[config.mk]
export PLATFORM = sky130hd
export DESIGN_NAME = dice_lights_engine
export DESIGN_NICKNAME = d
export VERILOG_FILES = /design/src/rtl/dice_lights_engine.sv
export SDC_FILE = /design/constraint.sdc
export NUM_CORES = 1
export LEC_CHECK = 0
export BUFFER_PORTS_ARGS = -buffer_cell sky130_fd_sc_hd__buf_2
export CAP_MARGIN = 20
export CORE_AREA = 3 3 40 42
export DETAILED_ROUTE_END_ITERATION = 12
export DIE_AREA = 0 0 43 45
export PLACE_DENSITY = 0.53
export REMOVE_ABC_BUFFERS = 1
export SYNTH_ARGS = -nofsm -noshare
export SYNTH_HDL_FRONTEND = slang
export SYNTH_SLANG_ARGS = --single-unit
[constraint.sdc]
create_clock -name clk -period 1.9 [get_ports clk]
set_input_delay 0.38 -clock clk [delete_from_list [all_inputs] [get_ports clk]]
set_output_delay 0.38 -clock clk [all_outputs]
set_load 0.01 [all_outputs]
[src/rtl/dice_lights_engine.sv]
// Dice roller and four-phase traffic-light sequencer sharing one output mux.
// Both engines run continuously; sel only chooses which registered value is shown.
module dice_lights_engine #(
    parameter int unsigned FACES         = 6,
    parameter int unsigned WIDTH         = 3,
    parameter int unsigned RED_CYC       = 1,
    parameter int unsigned RED_AMBER_CYC = 1,
    parameter int unsigned GREEN_CYC     = 1,
    parameter int unsigned AMBER_CYC     = 1
) (
    input  logic             clk,
    input  logic             rst,
    input  logic             button,
    input  logic             sel,
    output logic [WIDTH-1:0] out,
    output logic             roll_done
);

    localparam int unsigned MAX_RA  = (RED_CYC > RED_AMBER_CYC) ? RED_CYC : RED_AMBER_CYC;
    localparam int unsigned MAX_GA  = (GREEN_CYC > AMBER_CYC) ? GREEN_CYC : AMBER_CYC;
    localparam int unsigned MAX_CYC = (MAX_RA > MAX_GA) ? MAX_RA : MAX_GA;
    localparam int unsigned CNT_W   = (MAX_CYC > 1) ? $clog2(MAX_CYC) : 1;

    if (FACES < 2 || WIDTH < 3 || FACES >= (2 ** WIDTH) || RED_CYC < 1 ||
        RED_AMBER_CYC < 1 || GREEN_CYC < 1 || AMBER_CYC < 1) begin : g_bad_params
        $error("dice_lights_engine: illegal parameter set");
    end

    // Lamp encoding {R,A,G}
    typedef enum logic [2:0] {
        RED       = 3'b100,
        RED_AMBER = 3'b110,
        GREEN     = 3'b001,
        AMBER     = 3'b010
    } light_e;

    logic [WIDTH-1:0] dice_q, dice_d;
    light_e           light_q, light_d;
    logic [CNT_W-1:0] dwell_q, dwell_d;
    logic             btn_q, btn_d;
    logic             roll_done_q, roll_done_d;
    logic [CNT_W-1:0] term_cnt;

    always_ff @(posedge clk) begin
        if (!rst) begin
            dice_q      <= WIDTH'(1);
            light_q     <= RED;
            dwell_q     <= '0;
            btn_q       <= 1'b0;
            roll_done_q <= 1'b0;
        end else begin
            dice_q      <= dice_d;
            light_q     <= light_d;
            dwell_q     <= dwell_d;
            btn_q       <= btn_d;
            roll_done_q <= roll_done_d;
        end
    end

    // Dice increments with wrap while held; release edge detected from btn_q.
    always_comb begin
        dice_d      = dice_q;
        btn_d       = button;
        roll_done_d = btn_q & ~button;
        if (button) begin
            dice_d = (dice_q == WIDTH'(FACES)) ? WIDTH'(1) : dice_q + WIDTH'(1);
        end
    end

    // Light sequencer: dwell counter runs to the phase's terminal count, then advances.
    always_comb begin
        light_d  = light_q;
        dwell_d  = dwell_q + CNT_W'(1);
        term_cnt = CNT_W'(RED_CYC - 1);
        case (light_q)
            RED:       term_cnt = CNT_W'(RED_CYC - 1);
            RED_AMBER: term_cnt = CNT_W'(RED_AMBER_CYC - 1);
            GREEN:     term_cnt = CNT_W'(GREEN_CYC - 1);
            AMBER:     term_cnt = CNT_W'(AMBER_CYC - 1);
            default:   term_cnt = '0;
        endcase
        if (dwell_q >= term_cnt) begin
            dwell_d = '0;
            case (light_q)
                RED:       light_d = RED_AMBER;
                RED_AMBER: light_d = GREEN;
                GREEN:     light_d = AMBER;
                AMBER:     light_d = RED;
                default:   light_d = RED;
            endcase
        end
    end

    assign out       = sel ? WIDTH'(light_q) : dice_q;
    assign roll_done = roll_done_q;

endmodule
==> results.md, run 1 <==
- Leakage: 0.000176 µW
- Max_cap viols: 0
- GRT Overall Usage: 7.69%
- Port bufs: 7
- H-tree levels: 1
- Final Util: 30.8%
- Io pins: 8
- Max Root-Sink Buffers: 2
- CP Cell Sequence: mux2_2 > buf_2
- Worst endpoint required time: 1520 ps
- Hold slack: 359 ps
- Slew Viols, Final: 0
- Initial antenna violation count: 0
- Final Cycle Share: 72.5%
- PD cells: 972 nW/µm²
- Worst reg2reg path endpoint: light_q[2]
- TritonCTS Buffers: 3
- Initial drt markers: 10
- Hold path depth: 2
- Worst r2r path cells: 2
- Kind of critical path: flip-flop to primary output
- Placement Cell Area: 373 µm²
- Synth Register Bits: 8
- Drt drc: 0
- Chip width: 43 µm
- Worst-path clk slew: 50 ps
- DIE HEIGHT: 45 µm
- Ys Warns: 0
- Via/cell ratio: 4.47
- Fraction of layout cells with a size suffix above 1: 39.5%
- CP startpoint kind: flip-flop
- CP Capture Type: primary output
- RSZ-0062 raised after global routing: no
- CP peak stage delay: 340 ps
- Final Wtd Congestion: 0.605
- Setup TNS: 0 ps
- Die ar.: 1940 µm²
- Core box area: 1280 µm²
- Final ANT Viol Nets: 0
- Class of the worst hold path: input port to flip-flop
- Crit path DAT: 1000 ps
- Antenna Cells: 0
- Worst Skew: 3.21 ps
- Vias: 237
- CP top delay family: flip-flops
- Netlist cell types: 17
- Postcts setup bufs: 0
- Fill cell count: 146
- Max FO, Critical Path: 5
- Syn avg cell area: 11.4 µm²
- Status: finished, final reports clean
- Slew Limit Headroom: 85.9%
- CTS root buffer: clkbuf_4
- Final hold viol count: 0
- PostCTS Resize Cnt: 0
- First-pass GRT wire length: 1.03 mm
- Worst Hold Path EP: roll_done
- Num rows: 13
- Grt ovf: 0
- Slowest CP cell: dfxtp_1
- Final setup vio count: 0
- Worst VDD drop: 0.362 mV
- Nets: 44
- Area growth syn-to-layout: 23.9%
- Synthesized cell area: 319 µm²
- FF-to-FF Start: light_q[0]
- TritonCTS clock tree: yes
- Post-Synthesis Cells: 28
- Minimum clock period: 1380 ps
- Buf/Inv on CP: 1
- Footprint of the multi-input gates: 159 µm²
- Initial Utilization: 24.8%
- Hold_sp: button
- WP depth: 2
- Setup slack, reg-to-reg: 1060 ps
- Vias in the first global route: 250
- Post-route cell area: 395 µm²
- Final wirelength: 647 µm
- Largest net degree at the start of global routing: 9
- Fmax achieved: 726 MHz
- Register Area: 160 µm²
- Clk sinks: 8
- DRT Pass-1 Iters: 3
- Post-detail-place hpwl: 510 µm
- Worst-Skew Late Latency: 250 ps
- Sequential share of the synthesized area: 50.2%
- Worst slew pin tran: 211 ps
- WL/cell: 12.2 µm
- Total power: 384 µW
- # hold bufs at CTS: 0
## kinds of logic after synthesis
logic type	count (synthesis)	share of synthesized area [%]
xor+xnor	1	2.75
mux	3	10.6
flops	8	50.2
simple gates	10	23.1
compound gates	6	13.3
## worst max-delay path by stage
| stage | slack (ps) | end | from |
|---|---|---|---|
| floorplan | 800 | out[0] | sel |
| global placement | 570 | out[2] | sel |
| detailed placement | 560 | out[0] | sel |
| CTS | 500 | out[1] | light_q[1] |
| global route | 460 | out[1] | light_q[1] |
| finish | 520 | out[0] | light_q[0] |
## state kept, by name, indices dropped and copies added, names as in the netlist
signal	flops
roll_done	1
dice_q	3
btn_q	1
light_q	3
## stage by stage
step	worst slack (ps)	std cells
final	522	53
after global routing	465	53
after CTS	503	53
after global placement	574	50
after floorplan	805	28
after detailed placement	565	50
## routing by layer
| layer | vias to the layer above | track usage, % | part of all wire, % |
|---|---|---|---|
| met2 | 7 | 12.3 | 48 |
| met4 | 0 | 5.42 | 0 |
| met1 | 108 | 7.06 | 42 |
| met3 | 0 | 5.18 | 10 |
| met5 | - | 0 | 0 |
| li1 | 122 | - | - |
## placed cells by master (no fill, tap or decap), drive strengths merged, types with 2 or more instances in the layout
cell	netlist	layout
and4b	2	2
and2	2	2
nor3b	2	2
buf	0	7
clkbuf	0	3
mux2	3	3
nor2	2	2
o21ai	2	2
dfxtp	8	8
## Yosys cell counts
cell type / number / area share, %
o211ai_1: 1 / 2.4
nor2_1: 2 / 2.4
nand2_1: 1 / 1.2
nor3b_1: 1 / 2.4
o21ai_1: 1 / 1.6
o21a_1: 1 / 2.4
and4b_1: 2 / 6.3
xnor2_1: 1 / 2.7
and3b_1: 1 / 2.7
a21boi_0: 1 / 2.4
dfxtp_1: 8 / 50
and2_1: 1 / 2.0
and2_2: 1 / 2.4
o21ai_0: 1 / 1.6
mux2_2: 3 / 11
o211a_1: 1 / 3.1
nor3b_2: 1 / 3.9
## where the power goes
part           total [µW]  switching, µW  internal (µW)
registers             201           17.3            184
clock network         124           52.1           71.9
logic                59.0           25.2           33.7
total                 384           94.6            290
## final cells by class
cell class | instances | area share, %
Clock buffer | 3 | 5.70
Tap cell | 15 | 4.75
Sequential cell | 8 | 40.5
Multi-Input combinational cell | 20 | 40.2
Timing Repair Buffer | 7 | 8.86
(Power assumes the default switching activity.)
==> inputs of run 2 (changes only) <==
Settings changed: PLACE_DENSITY 0.53 to 0.55.
Clock period 1.9 ns to 1.2 ns, I/O delays scaled along.
==> run 2 against run 1 <==
- the run now ends with setup timing left
- worst setup slack got worse by 550 ps
- combinational power increased by 140%
- clock skew increased by 2.2 ps
- global-route usage decreased by 0.18 points
==> results.md, run 2 (synthesized netlist as in run 1, its figures left out) <==
- Most frequent cells in the layout: dfxtp_2 (5), buf_2 (5), buf_4 (4) (was dfxtp_1 (8), buf_2 (7), mux2_2 (3), clkbuf_4 (3))
- FF-to-FF Start: dice_q[2] (was light_q[0])
- Area growth syn-to-layout: 42.7% (was 23.9%)
- Core box area: 1280 µm² (unchanged)
- Worst VDD drop: 0.424 mV (was 0.362 mV)
- Worst endpoint required time: 960 ps (was 1520 ps)
- Status: finished with violations (was finished, final reports clean)
- Vias in the first global route: 258 (was 250)
- Fraction of layout cells with a size suffix above 1: 59.5% (was 39.5%)
- DIE HEIGHT: 45 µm (unchanged)
- CP startpoint kind: flip-flop (unchanged)
- First-pass GRT wire length: 1.06 mm (was 1.03 mm)
- Post-Place Worst Slack: 150 ps (was 565 ps)
- Die ar.: 1940 µm² (unchanged)
- Io pins: 8 (unchanged)
- Violated checks: setup timing
- Final ANT Viol Nets: 0 (unchanged)
- Setup slack, reg-to-reg: 300 ps (was 1060 ps)
- Hold_sp: button (unchanged)
- CP Capture Type: primary output (unchanged)
- WL/cell: 11.8 µm (was 12.2 µm)
- Worst slew pin tran: 177 ps (was 211 ps)
- Initial antenna violation count: 0 (unchanged)
- Fmax achieved: 817 MHz
- Final Wtd Congestion: 0.663 (was 0.605)
- Routed length on met2: 260 µm (was 312 µm)
- Slew Limit Headroom: 88.2% (was 85.9%)
- Initial drt markers: 2 (was 10)
- Drt drc: 0 (unchanged)
- Final hold viol count: 0 (unchanged)
- Largest registers: dice_q: 3 flops, light_q: 3 flops (unchanged)
- Hold slack: 227 ps (was 359 ps)
- Final worst slack: -24.5 ps (was 522 ps)
- PD cells: 1460 nW/µm² (was 972 nW/µm²)
- Via/cell ratio: 4.51 (was 4.47)
- Minimum clock period: 1220 ps
- TritonCTS Buffers: 3 (unchanged)
- Hold path depth: 2 (unchanged)
- Largest net degree at the start of global routing: 9 (unchanged)
- Crit path DAT: 980 ps (was 1000 ps)
- DR top layer: met3 (unchanged)
- H-tree levels: 1 (unchanged)
- Total power: 666 µW (was 384 µW)
- Worst-path clk slew: 50 ps (about the same)
- Post-detail-place hpwl: 425 µm (was 510 µm)
- Kind of critical path: flip-flop to primary output (unchanged)
- DR WL met3: 45 µm (was 65 µm)
- Max FO, Critical Path: 5 (unchanged)
- CTS root buffer: clkbuf_4 (unchanged)
- TritonCTS clock tree: yes (unchanged)
- Nets: 48 (was 44)
- DRT Pass-1 Iters: 2 (was 3)
- Cell count after placement: 50 (unchanged)
- Clk sinks: 8 (unchanged)
- Worst reg2reg path endpoint: dice_q[2] (was light_q[2])
- Max Root-Sink Buffers: 2 (unchanged)
- Port bufs: 7 (unchanged)
- Grt ovf: 0 (unchanged)
- Final Cycle Share: 102%
- Final std cells w/o fill: 57 (was 53)
- Num rows: 13 (unchanged)
- Final wirelength: 670 µm (was 647 µm)
- Worst r2r path cells: 3 (was 2)
- Antenna Cells: 0 (unchanged)
- Vias: 257 (was 237)
- M1 WL: 364 µm (was 269 µm)
- Chip width: 43 µm (unchanged)
- Max_cap viols: 0 (unchanged)
- Initial Utilization: 24.8% (unchanged)
- Leakage: 0.000208 µW (was 0.000176 µW)
- Worst Skew: 5.43 ps (was 3.21 ps)
- Worst Hold Path EP: roll_done (unchanged)
- Slew Viols, Final: 0 (unchanged)
- GRT Overall Usage: 7.51% (was 7.69%)
- Final setup vio count: 3 (was 0)
- RSZ-0062 raised after global routing: yes (was no)
- Class of the worst hold path: input port to flip-flop (unchanged)
- Worst-Skew Late Latency: 250 ps (about the same)
==> run 2: cell count changes in the layout (fill, tap and decap cells not counted), sizes merged <==
cell,previous run,this run
buf,7,11
==> run 2: area by class of cell <==
type	count	area, µm²
fill	134	830
tap	15	18.8
timing repair buffer	11	77.6
multi-input combinational	20	166
sequential	8	170
clock buffer	3	22.5
==> run 2: critical path, cell delays in order, from the launching register on <==
cell and delay [ps]:
dfxtp_4 360, mux2_4 260, buf_6 120
==> run 2: through the flow <==
stage | instance area [µm²] | setup TNS (ps) | utilization, %
2_1_floorplan | 319 | 0 | -
3_3_place_gp | 373 | 0 | 29.0
3_5_place_dp | 373 | 0 | 29.0
4_1_cts | 432 | -57.9 | 33.6
5_1_grt | 455 | -136 | 35.4
6_report | 455 | -43.0 | 35.4
==> run 2: routing by layer <==
layer	vias up	GRT usage (%)
li1	131	-
met1	118	8.96
met2	8	11.1
met3	0	2.79
met4	0	5.42
met5	-	0
==> run 2: power breakdown <==
| group | total, µW | internal [µW] | switching, µW |
|---|---|---|---|
| sequential | 320 | 297 | 22.9 |
| combinational | 139 | 88.5 | 50.7 |
| clock | 207 | 115 | 92.6 |
==> run 2: timing repair <==
item / in CTS / in global routing
buffers inserted: 3 / 1
gates resized for setup: 7 / 4
setup endpoints to repair: 3 / 3
gates cloned: 0 / 0
hold buffers: 0 / 0
==> run 2: how the worst max path moves through the flow <==
stage                     from  endpoint  slack, ps  cells past startpoint
floorplan           light_q[2]    out[2]        360                      1
detailed placement         sel    out[1]        150                      3
global route         dice_q[0]    out[0]        -50                      2
global placement           sel    out[2]        150                      3
CTS                 light_q[1]    out[1]        -30                      2
finish              light_q[1]    out[1]        -20                      2
